## src/rtl/synchronizer.sv

```systemverilog
// Router control-path glue: latches the packet destination, steers the FSM
// write strobe to the addressed FIFO, returns that FIFO's full flag, drives
// per-port valid flags and issues a soft reset to any port whose data sits
// unread for 30 consecutive cycles.
module synchronizer (
    input  logic       clk,
    input  logic       rst,
    input  logic       wr_en_reg,
    output logic [2:0] wr_en,
    input  logic [1:0] din,
    input  logic       det_addr,
    input  logic       f_0,
    input  logic       f_1,
    input  logic       f_2,
    input  logic       e_0,
    input  logic       e_1,
    input  logic       e_2,
    input  logic       re_0,
    input  logic       re_1,
    input  logic       re_2,
    output logic       fifo_full,
    output logic       valid_out_0,
    output logic       valid_out_1,
    output logic       valid_out_2,
    output logic       soft_rst0,
    output logic       soft_rst1,
    output logic       soft_rst2
);

    localparam logic [4:0] TIMEOUT_LAST = 5'd29;

    logic [1:0] r_addr;
    logic [4:0] r_cnt [3];
    logic [2:0] r_soft_rst;
    logic [2:0] w_valid;
    logic [2:0] w_hold;

    // Destination capture on header detect; reset returns to port 0
    always_ff @(posedge clk) begin
        if (rst)
            r_addr <= 2'b00;
        else if (det_addr)
            r_addr <= din;
    end

    // Steer the write strobe to the addressed FIFO; address 3 writes nowhere
    always_comb begin
        wr_en = 3'b000;
        if (wr_en_reg) begin
            case (r_addr)
                2'b00:   wr_en = 3'b001;
                2'b01:   wr_en = 3'b010;
                2'b10:   wr_en = 3'b100;
                default: wr_en = 3'b000;
            endcase
        end
    end

    // Return the full flag of the addressed FIFO; address 3 never reports full
    always_comb begin
        fifo_full = 1'b0;
        case (r_addr)
            2'b00:   fifo_full = f_0;
            2'b01:   fifo_full = f_1;
            2'b10:   fifo_full = f_2;
            default: fifo_full = 1'b0;
        endcase
    end

    assign w_valid     = ~{e_2, e_1, e_0};
    assign w_hold      = w_valid & ~{re_2, re_1, re_0};
    assign valid_out_0 = w_valid[0];
    assign valid_out_1 = w_valid[1];
    assign valid_out_2 = w_valid[2];

    // Per-port idle timers: pulse soft reset on every 30th consecutive held edge
    always_ff @(posedge clk) begin
        if (rst) begin
            for (int i = 0; i < 3; i++)
                r_cnt[i] <= 5'd0;
            r_soft_rst <= 3'b000;
        end else begin
            for (int i = 0; i < 3; i++) begin
                if (!w_hold[i]) begin
                    r_cnt[i]      <= 5'd0;
                    r_soft_rst[i] <= 1'b0;
                end else if (r_cnt[i] == TIMEOUT_LAST) begin
                    r_cnt[i]      <= 5'd0;
                    r_soft_rst[i] <= 1'b1;
                end else begin
                    r_cnt[i]      <= r_cnt[i] + 5'd1;
                    r_soft_rst[i] <= 1'b0;
                end
            end
        end
    end

    assign soft_rst0 = r_soft_rst[0];
    assign soft_rst1 = r_soft_rst[1];
    assign soft_rst2 = r_soft_rst[2];

endmodule

```

## config.mk

```make
export PLATFORM = sky130hd
export DESIGN_NAME = synchronizer
export DESIGN_NICKNAME = d
export VERILOG_FILES = /design/src/rtl/synchronizer.sv
export SDC_FILE = /design/constraint.sdc
export NUM_CORES = 1
export LEC_CHECK = 0
export ABC_CLOCK_PERIOD_IN_PS = 1500
export BUFFER_PORTS_ARGS = -buffer_cell sky130_fd_sc_hd__buf_2
export CAP_MARGIN = 0
export CORE_UTILIZATION = 50
export CTS_CLUSTER_SIZE = 10
export DETAILED_ROUTE_END_ITERATION = 10
export PLACE_DENSITY_LB_ADDON = 0.25
export SLEW_MARGIN = 10
export SYNTH_ARGS = -nofsm -noshare
export SYNTH_HDL_FRONTEND = slang
export SYNTH_SLANG_ARGS = --single-unit
```

## constraint.sdc

```tcl
create_clock -name clk -period 1.5 [get_ports clk]
set_input_delay 0.075 -clock clk [delete_from_list [all_inputs] [get_ports clk]]
set_output_delay 0.075 -clock clk [all_outputs]
set_load 0.03 [all_outputs]
```

==> results.yml <==
yosys:
  synth_most_common_cell: "nor2_1"
  syn_area_um2: 972.2
  netlist_instances: 86
  async_reset_ff_frac: 0
  yosys.area.top_type: "edfxtp_1"
  yosysSeqAreaShare: 0.5663
  synth_edf_count: 15
  synth_common_cells: "nor2_1, edfxtp_1"
  synth-seq-cells: 20
  syn_area_per_cell_um2: 11.30
  yosysWarnings: 0
  yosysUniqueCellTypes: 19
  netlist.area_leader.share: 0.4633
  synth_ff_type: "edfxtp_1"
  synth.area.top_cells: "edfxtp_1, dfxtp_1, ha_1, nor2_1, xor2_1"
clocking:
  cts_tree: "built"
  path_clk_slew_ns: 0.11
  cts_buffer_depth: 2
  cts_buffers: 3
  cts_sinks: 20
  cts_root_buffer: "clkbuf_4"
  clk-insertion-delay-late_ns: 0.29
  cts_resized: 0
  cts_htree_levels: 1
  postCtsHoldBufs: 0
  post_cts_buffers: 0
power_and_ir_drop:
  power.leakage_nw: 0.5361
  power_density_mw_per_mm2: 847.9
  ir_worst_vdd_mv: 0.7359
flow_run:
  cap_violations: 0
finish:
  n_antenna_cell: 0
  fin_cells: 153
  nNetsFinal: 150
  syn2layout_area_growth_pct: 23.68
  drive_gt1_frac: 0.2422
worst_setup_path:
  endpoint_kind: "primary output"
  cp_cell_sequence: "mux2i_1 > o21ai_0 > buf_2"
  crit_arrival_ns: 1.21
  cp-start-kind: "flip-flop"
  crit_type: "flip-flop to primary output"
  slowest_delay_ns: 0.44
  crit_family: "flip-flops"
  cp_slowest_cell: "dfxtp_1"
  crit_fanout: 6
  path_buf_inv: 1
  required_ns: 1.42
drt:
  vias: 730
  top_layer: "met4"
  met2_length_um: 871
  routedWlPerCell_um: 10.99
  drt_wl_total_mm: 1.682
  antenna_left: 0
  dr.pass1.iters: 4
  drtIter0Drc: 12
  via_per_inst: 4.771
  drc_errors: 0
  met1_length_um: 712
  wl_met3_um: 86
timing:
  clock.fmax_mhz: 776.1
  hold_viol_final: 0
  setup-violations-final: 0
  drv_slew: 0
  tns_ns: 0
  post-route-min-period_ns: 1.289
  period_share: 0.8590
  grt_setup_unrepaired: "false"
  skew_ns: 0.002610
placed_design:
  gp_congestion: 0.7896
  place_hpwl_mm: 1.338
  portBuffers: 24
  dpl.cell_count: 149
floorplan:
  die_w_um: 46.10
  boundaryPins: 25
  core_mm2: 0.001783
  die_area_mm2: 0.002125
  initial_core_util: 0.5453
  die_h_um: 46.10
  rows: 15
global_route:
  grt_pass1_vias: 704
  grt_antenna_before_repair: 0
  globalRouteOverflowTotal: 0
  grt_start_max_net_pins: 12
  grt_pass1_wl_mm: 2.580
  track_usage: 0.1741
outcome:
  status: "completed"
min_path:
  min_path_type: "input port to flip-flop"
==> state kept, by name, indices dropped and copies added, names as in the netlist <==
name	count
r_addr	2
r_cnt	15
r_soft_rst	3
==> final cells by class <==
class | instances | area (um2)
clock buffer | 3 | 22.52
sequential | 20 | 550.5
fill | 152 | 580.6
tap | 25 | 31.28
clock inverter | 1 | 3.754
inverter | 6 | 22.52
timing repair buffer | 24 | 120.1
multi-input combinational | 74 | 451.7
==> power by group <==
part / total, mW / switching, mW / internal, mW
sequential: 0.643 / 0.0241 / 0.619
combinational: 0.121 / 0.0716 / 0.0489
clock: 0.256 / 0.159 / 0.0966
total: 1.02 / 0.255 / 0.765
==> stage by stage <==
step	hold slack [ns]	area, um2	setup WS, ns	util	total power [mW]
3_5_place_dp	0.3336	1176	0.2496	0.6596	0.7745
6_report	0.02106	1202	0.2115	0.6744	1.020
4_1_cts	0.02886	1202	0.2004	0.6744	1.019
2_1_floorplan	0.1474	1025	0.2831	-	0.7247
5_1_grt	0.04304	1202	0.1296	0.6744	1.062
3_3_place_gp	0.3221	1176	0.2777	0.6596	0.7673
==> metal layers <==
layer  GRT usage  vias up
met3     0.03922        2
met4     0.07059        0
met5           0        -
li1            -      362
met1      0.1763      338
met2      0.3352       28
==> final timing paths <==
kind / from / cells past startpoint / slack [ns] / end
worst max register to register: r_cnt[1][0] / 4 / 0.24 / r_cnt[1][4]
worst min-delay path: din[0] / 3 / 0.02 / r_addr[0]
worst max-delay path: r_addr[0] / 3 / 0.21 / fifo_full
worst min register to register: r_addr[1] / 2 / 0.59 / r_addr[1]
==> placed cells by master (no fill, tap or decap), types with 5 or more instances in the layout <==
cell type,instances
buf_2,24
nor2_1,18
edfxtp_1,15
conb_1,15
inv_1,6
nand3_1,6
xor2_1,6
ha_1,6
dfxtp_1,5
==> logic make-up (layout without fill, tap and decap cells) <==
family,count (synthesis),after routing,share of synthesized area
buf+inv,6,34,0.02316
flops,20,20,0.5663
xor+xnor,9,9,0.08109
fa+ha+maj,6,6,0.07722
mux,3,3,0.03089
simple gates,40,40,0.2124
other cells,1,15,0.003857
compound gates,1,1,0.005143
==> worst register-to-register path: cells and delay by family (launching register included) <==
kind                     cells  cell delay [ns]
AND/OR/NAND/NOR              2             0.15
adder cells (fa/ha/maj)      1             0.26
flip-flops                   1             0.47
XOR/XNOR                     1             0.15
(Power assumes the default switching activity.)
